`src/rtl/aexm_lsu_ctl_if.sv`:
```
// ----------------------------------------------------------------------------
// aexm_lsu_ctl_if
//  Bundles the execute-stage request, the dcache handshake and the
//  load-sizer and exception outputs of aexm_lsu_ctl.
//  modport slave  : the sequencer (requests and dc_ack in, everything else out)
//  modport master : the surrounding pipeline/cache model (mirror image)
//  Signals:
//   ls_req, ls_we, ls_size[1:0], ls_addr[31:0]  execute-stage request
//   dc_ack                                      dcache completion
//   x_en                                        pipeline enable
//   dc_req, dc_we, dc_addr[29:0], dc_sel[3:0]   dcache request
//   rDWBSEL[3:0]                                load-sizer lane select (WB)
//   ls_berr, ls_align                           time-out / misalign pulses
// ----------------------------------------------------------------------------
interface aexm_lsu_ctl_if;
    logic        ls_req;
    logic        ls_we;
    logic [1:0]  ls_size;
    logic [31:0] ls_addr;
    logic        dc_ack;
    logic        x_en;
    logic        dc_req;
    logic        dc_we;
    logic [29:0] dc_addr;
    logic [3:0]  dc_sel;
    logic [3:0]  rDWBSEL;
    logic        ls_berr;
    logic        ls_align;

    modport slave (
        input  ls_req, ls_we, ls_size, ls_addr, dc_ack,
        output x_en, dc_req, dc_we, dc_addr, dc_sel, rDWBSEL, ls_berr, ls_align
    );

    modport master (
        output ls_req, ls_we, ls_size, ls_addr, dc_ack,
        input  x_en, dc_req, dc_we, dc_addr, dc_sel, rDWBSEL, ls_berr, ls_align
    );
endinterface

```
`src/rtl/aexm_lsu_ctl.sv`:
```
// ----------------------------------------------------------------------------
// aexm_lsu_ctl
//  Load/store sequencer between the aexm execute stage and the dcache port.
//  Accepts one access per request, runs the dc_req/dc_ack handshake, builds
//  big-endian byte lanes and the WB lane select, stalls the pipeline through
//  x_en while an access is outstanding, and abandons an access on time-out.
//  Ports:
//   gclk  clock, rising edge
//   grst  synchronous active-low reset
//   lsu   aexm_lsu_ctl_if.slave (request, dcache handshake, status pulses)
//  Parameters:
//   TMO_MAX  REQ cycles without dc_ack before ls_berr; 0 disables the time-out
//   TMO_W    time-out counter width, 2**TMO_W > TMO_MAX
//  Build option:
//   AEXM_ALIGN_TRAP_EN  defined: misaligned requests are trapped (ls_align
//                       pulse, no dcache request); undefined: misaligned low
//                       address bits are ignored and ls_align stays 0.
// ----------------------------------------------------------------------------
module aexm_lsu_ctl #(
    parameter int unsigned TMO_MAX = 255,
    parameter int unsigned TMO_W   = 8
) (
    input  logic          gclk,
    input  logic          grst,
    aexm_lsu_ctl_if.slave lsu
);

    typedef enum logic [1:0] {
        ST_IDLE = 2'd0,
        ST_REQ  = 2'd1,
        ST_WB   = 2'd2
    } state_e;

    localparam bit               TMO_EN   = (TMO_MAX != 0);
    localparam logic [TMO_W-1:0] TMO_LAST = TMO_W'(TMO_MAX - 1);

    state_e             state_q,    state_d;
    logic               x_en_q,     x_en_d;
    logic               dc_req_q,   dc_req_d;
    logic               dc_we_q,    dc_we_d;
    logic [29:0]        dc_addr_q,  dc_addr_d;
    logic [3:0]         dc_sel_q,   dc_sel_d;
    logic [3:0]         rdwbsel_q,  rdwbsel_d;
    logic               ls_berr_q,  ls_berr_d;
    logic               ls_align_q, ls_align_d;
    logic [TMO_W-1:0]   cnt_q,      cnt_d;

    logic [3:0]         sel_c;
    logic               trap_c;

    // Byte lanes from size and address; half/word ignore the low bits that
    // would make them misaligned, which is the forced-alignment behaviour.
    always_comb begin
        sel_c = 4'hF;
        case (lsu.ls_size)
            2'd0:    sel_c = 4'b1000 >> lsu.ls_addr[1:0];
            2'd1:    sel_c = lsu.ls_addr[1] ? 4'b0011 : 4'b1100;
            default: sel_c = 4'hF;
        endcase
    end

    // Misaligned-request trap condition.
    always_comb begin
`ifdef AEXM_ALIGN_TRAP_EN
        trap_c = ((lsu.ls_size == 2'd1) && lsu.ls_addr[0]) ||
                 (lsu.ls_size[1] && (lsu.ls_addr[1:0] != 2'b00));
`else
        trap_c = 1'b0;
`endif
    end

    // Next-state and next-output logic.
    always_comb begin
        state_d    = state_q;
        x_en_d     = x_en_q;
        dc_req_d   = dc_req_q;
        dc_we_d    = dc_we_q;
        dc_addr_d  = dc_addr_q;
        dc_sel_d   = dc_sel_q;
        cnt_d      = cnt_q;
        rdwbsel_d  = 4'h0;
        ls_berr_d  = 1'b0;
        ls_align_d = 1'b0;

        case (state_q)
            ST_IDLE, ST_WB: begin
                if (lsu.ls_req && x_en_q && trap_c) begin
                    state_d    = ST_IDLE;
                    x_en_d     = 1'b1;
                    dc_req_d   = 1'b0;
                    ls_align_d = 1'b1;
                end else if (lsu.ls_req && x_en_q) begin
                    state_d   = ST_REQ;
                    x_en_d    = 1'b0;
                    dc_req_d  = 1'b1;
                    cnt_d     = '0;
                    dc_we_d   = lsu.ls_we;
                    dc_addr_d = lsu.ls_addr[31:2];
                    dc_sel_d  = sel_c;
                end else begin
                    state_d  = ST_IDLE;
                    x_en_d   = 1'b1;
                    dc_req_d = 1'b0;
                end
            end
            ST_REQ: begin
                // Ack has priority over a time-out on the same cycle.
                if (lsu.dc_ack) begin
                    state_d   = ST_WB;
                    x_en_d    = 1'b1;
                    dc_req_d  = 1'b0;
                    rdwbsel_d = dc_we_q ? 4'h0 : dc_sel_q;
                end else if (TMO_EN && (cnt_q == TMO_LAST)) begin
                    state_d   = ST_IDLE;
                    x_en_d    = 1'b1;
                    dc_req_d  = 1'b0;
                    ls_berr_d = 1'b1;
                end else if (cnt_q != '1) begin
                    cnt_d = cnt_q + TMO_W'(1);
                end
            end
            default: begin
                state_d  = ST_IDLE;
                x_en_d   = 1'b1;
                dc_req_d = 1'b0;
            end
        endcase
    end

    // State and output registers.
    always_ff @(posedge gclk) begin
        if (!grst) begin
            state_q    <= ST_IDLE;
            x_en_q     <= 1'b1;
            dc_req_q   <= 1'b0;
            dc_we_q    <= 1'b0;
            dc_addr_q  <= '0;
            dc_sel_q   <= 4'h0;
            rdwbsel_q  <= 4'h0;
            ls_berr_q  <= 1'b0;
            ls_align_q <= 1'b0;
            cnt_q      <= '0;
        end else begin
            state_q    <= state_d;
            x_en_q     <= x_en_d;
            dc_req_q   <= dc_req_d;
            dc_we_q    <= dc_we_d;
            dc_addr_q  <= dc_addr_d;
            dc_sel_q   <= dc_sel_d;
            rdwbsel_q  <= rdwbsel_d;
            ls_berr_q  <= ls_berr_d;
            ls_align_q <= ls_align_d;
            cnt_q      <= cnt_d;
        end
    end

    assign lsu.x_en     = x_en_q;
    assign lsu.dc_req   = dc_req_q;
    assign lsu.dc_we    = dc_we_q;
    assign lsu.dc_addr  = dc_addr_q;
    assign lsu.dc_sel   = dc_sel_q;
    assign lsu.rDWBSEL  = rdwbsel_q;
    assign lsu.ls_berr  = ls_berr_q;
    assign lsu.ls_align = ls_align_q;

endmodule

```
`src/flat_wrapper.sv`:
```
// flat-port wrapper written by rule: the top's interface ports become plain ports
module aexm_lsu_ctl_flat 
#(
    parameter int unsigned TMO_MAX = 255,
    parameter int unsigned TMO_W   = 8
)
  (gclk, grst, lsu_ls_req, lsu_ls_we, lsu_ls_size, lsu_ls_addr, lsu_dc_ack, lsu_x_en, lsu_dc_req, lsu_dc_we, lsu_dc_addr, lsu_dc_sel, lsu_rDWBSEL, lsu_ls_berr, lsu_ls_align);
  aexm_lsu_ctl_if lsu_i ();
  input  logic gclk;
  input  logic grst;
  input wire logic [$bits(lsu_i.ls_req)-1:0] lsu_ls_req;
  input wire logic [$bits(lsu_i.ls_we)-1:0] lsu_ls_we;
  input wire logic [$bits(lsu_i.ls_size)-1:0] lsu_ls_size;
  input wire logic [$bits(lsu_i.ls_addr)-1:0] lsu_ls_addr;
  input wire logic [$bits(lsu_i.dc_ack)-1:0] lsu_dc_ack;
  output wire logic [$bits(lsu_i.x_en)-1:0] lsu_x_en;
  output wire logic [$bits(lsu_i.dc_req)-1:0] lsu_dc_req;
  output wire logic [$bits(lsu_i.dc_we)-1:0] lsu_dc_we;
  output wire logic [$bits(lsu_i.dc_addr)-1:0] lsu_dc_addr;
  output wire logic [$bits(lsu_i.dc_sel)-1:0] lsu_dc_sel;
  output wire logic [$bits(lsu_i.rDWBSEL)-1:0] lsu_rDWBSEL;
  output wire logic [$bits(lsu_i.ls_berr)-1:0] lsu_ls_berr;
  output wire logic [$bits(lsu_i.ls_align)-1:0] lsu_ls_align;
  assign lsu_i.ls_req = lsu_ls_req;
  assign lsu_i.ls_we = lsu_ls_we;
  assign lsu_i.ls_size = lsu_ls_size;
  assign lsu_i.ls_addr = lsu_ls_addr;
  assign lsu_i.dc_ack = lsu_dc_ack;
  assign lsu_x_en = lsu_i.x_en;
  assign lsu_dc_req = lsu_i.dc_req;
  assign lsu_dc_we = lsu_i.dc_we;
  assign lsu_dc_addr = lsu_i.dc_addr;
  assign lsu_dc_sel = lsu_i.dc_sel;
  assign lsu_rDWBSEL = lsu_i.rDWBSEL;
  assign lsu_ls_berr = lsu_i.ls_berr;
  assign lsu_ls_align = lsu_i.ls_align;
  aexm_lsu_ctl #(.TMO_MAX(TMO_MAX), .TMO_W(TMO_W)) u_core (.gclk(gclk), .grst(grst), .lsu(lsu_i));
endmodule
```
`config.mk`:
```
export PLATFORM = sky130hd
export DESIGN_NAME = aexm_lsu_ctl_flat
export DESIGN_NICKNAME = d
export VERILOG_FILES = /design/src/rtl/aexm_lsu_ctl_if.sv /design/src/rtl/aexm_lsu_ctl.sv /design/src/flat_wrapper.sv
export SDC_FILE = /design/constraint.sdc
export NUM_CORES = 1
export LEC_CHECK = 0
export ABC_AREA = 1
export CAP_MARGIN = 20
export CORE_AREA = 4 4 100 102
export CTS_BUF_LIST = sky130_fd_sc_hd__clkbuf_4 sky130_fd_sc_hd__clkbuf_8 sky130_fd_sc_hd__clkbuf_16
export DETAILED_ROUTE_END_ITERATION = 10
export DIE_AREA = 0 0 104 106
export PLACE_DENSITY = 0.56
export RECOVER_POWER = 25
export SLEW_MARGIN = 20
export SYNTH_ARGS = -nofsm -noshare
export SYNTH_HDL_FRONTEND = slang
export SYNTH_SLANG_ARGS = --single-unit
```
`constraint.sdc`:
```
create_clock -name gclk -period 1.95 [get_ports gclk]
set_clock_uncertainty 0.15 [all_clocks]
set_input_delay 0.39 -clock gclk [delete_from_list [all_inputs] [get_ports gclk]]
set_output_delay 0.39 -clock gclk [all_outputs]
set_load 0.02 [all_outputs]
```
After elaboration in Yosys (flattened, before gate mapping)
Index checks and enable logic that the tools add are counted.

Flip-flop bits (word level): 52. Output and inout port bits: 43.

Add/sub/neg operators: 1. Equal/unequal tests: 10. Shift-type cells: 1. Multiplexer cells: 20. Bitwise gates (word level): 3. Reductions and logical operators: 9.

Operators by type and width (count): 8-bit 2-to-1 mux (4); 8-bit case mux with 2 select lines (1); 8-bit by 1-bit adder with 8-bit output, second input constant (1); 8-bit == test, second input constant (1); 1-bit 2-to-1 mux (8); 8-bit inequality test, second input constant (1); 4-bit case mux with 2 select lines (1); 5-bit AND reduction (1); 2-bit by 1-bit == test with 1-bit output, second input constant (2); 2-bit zero test (2); 2-bit 2-to-1 mux (2); 4-bit 2-to-1 mux (1); 2-bit by 1-bit inequality test with 1-bit output, second input constant (2); 2-bit inequality test, second input constant (2); 1-bit case mux with 2 select lines (2); 2-bit case mux with 2 select lines (1); 4-bit OR reduction (1); 4-bit by 2-bit right shift with 4-bit output, first input constant (1); 3-bit by 2-bit inequality test with 1-bit output, second input constant (1); 1-bit NOT (3); 3-bit OR reduction (1); 2-bit == test, second input constant (1); 2-bit AND reduction (1); 2-bit nonzero test (1); 2 further kinds (2).

Logic depth before layout (Yosys ltp)
Word-level depth: 5. Mapped depth: 10.

Worst setup path after synthesis
No wires, ideal clock.

Path kind: reg2reg. From: reg u_core.cnt_q[0]. To: reg u_core.cnt_q[0]. Library setup time: 0.120 ns. Arrival: 1.202 ns. Path slack: 0.478 ns. Cell stages (with the launch flop): 8. Path buffers: 0. Period minus slack after synthesis: 1.472 ns. Cell sequence: dfxtp_1 -> inv_1 -> ha_1 -> or2_1 -> nand3_4 -> nand2_4 -> o21ai_0 -> a21oi_1.

Word-level cells in the longest chain between the ends: 5.

Ends and longest elaborated chain: start, declared (RTL line aexm_lsu_ctl.sv:46) `logic [TMO_W-1:0] cnt_q, cnt_d;`; start signal, assigned (RTL line aexm_lsu_ctl.sv:153) `cnt_q <= cnt_d;`; 8-bit by 1-bit adder with 8-bit output (RTL line aexm_lsu_ctl.sv:119) `cnt_d = cnt_q + TMO_W'(1);`; 8-bit 2-to-1 mux (RTL line aexm_lsu_ctl.sv:118) `end else if (cnt_q != '1) begin`; 8-bit 2-to-1 mux (RTL line aexm_lsu_ctl.sv:113) `end else if (TMO_EN && (cnt_q == TMO_LAST)) begin`; 8-bit 2-to-1 mux (RTL line aexm_lsu_ctl.sv:108) `if (lsu.dc_ack) begin`; 8-bit case mux with 2 select lines (RTL line aexm_lsu_ctl.sv:85) `case (state_q)`.

Parallel ways exist; a longest one is shown, timed or not. The select of a mux whose other input is x is not followed. A chain may end at the register's enable or synchronous reset.

Worst setup path in the final report
From: reg u_core.dc_req_q, in the netlist u_core.lsu.dc_req. To: out lsu_dc_req.

RTL lines: start, declared (RTL line aexm_lsu_ctl.sv:39) `logic dc_req_q, dc_req_d;`; start signal, assigned (RTL line aexm_lsu_ctl.sv:146) `dc_req_q <= dc_req_d;`; end, declared (RTL line flat_wrapper.sv:17) `output wire logic [$bits(lsu_i.dc_req)-1:0] lsu_dc_req;`.

No word-level cell between the ends.

==> impl_metrics.py <==
metrics = {
    "cts": {
        "post-cts-setup-buffer-count": 0,
        "cts_root_buffer": "clkbuf_8",
        "cts_tree": "yes",
        "cts.sink_count": 51,
        "cts.reportedPaths.clkPinSlew_ns": 0.09,
        "ctsHoldBuffers": 0,
        "cts_resized": 0,
        "cts_max_path_buffers": 2,
        "cts_buffers": 5,
        "clkLatencyLatePin_ns": 0.29,
        "htree_levels": 2,
    },
    "yosys": {
        "synth.distinct_cells": 29,
        "syn_nets": 310,
        "netlist_area_um2": 2060,
        "ys.warnings.count": 0,
        "synth_top_cells_by_count": "76 x nor2_1, 51 x dfxtp_1, 35 x o21ai_0",
        "synth_ff_type": "dfxtp_1",
        "synth.top_cell.area_share": 0.497,
        "synthTopCellsByArea": "dfxtp_1 50%, nor2_1 14%, o21ai_0 8.5%, nand2_1 4.7%, a21oi_1 4.4%",
        "avgSynthCellArea_um2": 7.64,
        "async_flop_share": 0,
        "yosysTopAreaCell": "dfxtp_1",
        "synth.most_common_cell": "nor2_1",
        "seq_area_frac_synth": 0.497,
        "ys_seq_elements": 51,
        "synth-edff-count": 0,
        "syn_inst": 269,
    },
    "drt": {
        "drc": 0,
        "drt_iter0_drc": 73,
        "final_antenna_net_count": 0,
        "wl_mm": 5.25,
        "routedWlPerCell_um": 11.4,
        "vias": 1923,
        "drtPass1Iterations": 4,
        "drt-vias-per-instance": 4.16,
    },
    "worst_hold_path": {
        "hold_depth": 2,
        "hold_path_class": "flip-flop to flip-flop",
    },
    "global_routing": {
        "grt_remaining_overflow": 0,
        "grt_usage": 0.0965,
        "first_global_vias": 1942,
        "antenna_found_initial": 0,
        "grt_pass1_wl_mm": 8.80,
        "grt_start_max_net_pins": 39,
    },
    "floorplan": {
        "fp.dieW_um": 104,
        "io_pins": 82,
        "core_area_um2": 9110,
        "rows": 35,
        "dieArea_um2": 11000,
        "start_util": 0.226,
        "fp.dieH_um": 106,
    },
    "placed_design": {
        "dpl.hpwl_mm": 4.04,
        "routabilityCongestion": 0.719,
        "port_buffers": 80,
        "placed_cell_area_um2": 3000,
    },
    "setup_path": {
        "crit_type": "flip-flop to output pin",
        "cp_top_family": "buffers and inverters",
        "cp-end-kind": "output pin",
        "cp_num_buf_inv": 1,
        "cp.required_ns": 1.41,
        "cp.depth": 1,
        "max_stage_delay_ns": 0.64,
        "cp_slowest_cell": "clkdlybuf4s50_1",
        "path_cells": "clkdlybuf4s50_1",
        "rr_worst_depth": 5,
        "cp-start-kind": "flip-flop",
        "path_max_fanout": 3,
        "cp.arrival_ns": 1.35,
    },
    "timing": {
        "slew-limit-headroom": 0.657,
        "period_minus_slack_ns": 1.89,
        "setup_viol": 0,
        "fmax_mhz": 529,
        "finalSetupTns_ns": 0,
        "rsz0062_at_grt": "false",
        "worst_slew_pin_slew_ns": 0.515,
        "slew_violations": 0,
        "hold_violations": 0,
        "finalCritPeriodShare": 0.970,
    },
    "cells_and_area": {
        "nets": 391,
        "syn2layout_area_growth_pct": 50.6,
        "n_antenna_cell": 0,
        "final_cell_area_um2": 3100,
        "drive_gt1_frac": 0.0741,
    },
    "pwr": {
        "cellPowerDensity_nw_per_um2": 794,
        "p_total_mw": 2.46,
        "ir_drop_v": 0.000350,
        "cellLeakagePower_nw": 1.18,
    },
    "run": {
        "maxCapViolations": 0,
    },
    "run_status": {
        "status": "completed",
    },
}
==> final cells by class <==
cell class	count	area, um2
well taps	111	139
multi-input cells	184	867
flip-flops and latches	51	1020
clock inverters	2	35.0
clock buffers	6	82.6
fillers	967	6010
inverters	22	87.6
repair buffers	86	863
==> per-stage QoR <==
step / hold WS (ns) / utilization / worst slack [ns] / instances
3_5_place_dp: 0.296 / 0.329 / 0.167 / 454
2_1_floorplan: 0.327 / - / 0.478 / 269
3_3_place_gp: 0.312 / 0.329 / 0.194 / 454
5_1_grt: 0.345 / 0.340 / 0.000208 / 462
6_report: 0.306 / 0.340 / 0.0592 / 462
4_1_cts: 0.310 / 0.342 / 0.0231 / 462
==> worst min-delay path: stages (launching register included) <==
cell	delay (ns)
dfxtp_1	0.34
inv_1	0.05
nor2_1	0.03
==> registers in the layout (all words and copies together), names as in the netlist <==
name,flops
u_core.lsu.dc_addr,30
u_core.cnt_q,8
u_core.lsu.dc_sel,4
u_core.lsu.rDWBSEL,4
u_core.lsu.dc_req,1
u_core.lsu.dc_we,1
u_core.lsu.ls_berr,1
u_core.lsu.x_en,1
u_core.state_q,1
==> layout by cell type, fill, tap and decap left out, drive strengths merged <==
master,netlist,layout
dfxtp,51,51
bufinv,0,1
or2,2,2
nor3,3,3
buf,6,4
a21oi,18,18
nand3b,1,1
o21bai,1,1
ha,2,2
conb,1,1
nand2,31,31
inv,22,22
clkdlybuf4s50,0,79
dlygate4sd3,0,1
nor2,79,79
clkinv,0,1
clkbuf,6,8
nand3,7,7
o21ai,39,39
==> routing by layer <==
layer / up-vias / GRT usage / routed length [um]
met2: 56 / 0.158 / 2370
li1: 1011 / - / -
met1: 850 / 0.113 / 2310
met5: - / 0 / 0
met3: 6 / 0.0455 / 508
met4: 0 / 0.0256 / 56
==> worst paths after layout <==
check                          end  slack (ns)            startpoint
max                     lsu_dc_req        0.06     u_core.lsu.dc_req
min          u_core.lsu.rDWBSEL[0]        0.31  u_core.lsu.dc_sel[0]
max reg2reg       u_core.lsu.dc_we        0.27     u_core.lsu.dc_req
min reg2reg  u_core.lsu.rDWBSEL[0]        0.31  u_core.lsu.dc_sel[0]
==> cells by family after synthesis <==
group,Yosys count,share of synthesized area
buffers and inverters,34,0.0755
AO/OA/AOI/OAI,58,0.142
flip-flops,51,0.497
AND/OR/NAND/NOR,123,0.271
other,1,0.00182
adder cells (fa/ha/maj),2,0.0122
==> power by group <==
part           switching [mW]  internal [mW]  total, mW
registers              0.0459           1.12       1.16
logic                   0.280          0.265      0.546
clock network           0.334          0.415      0.750
Power figures use the tool's default switching activity.
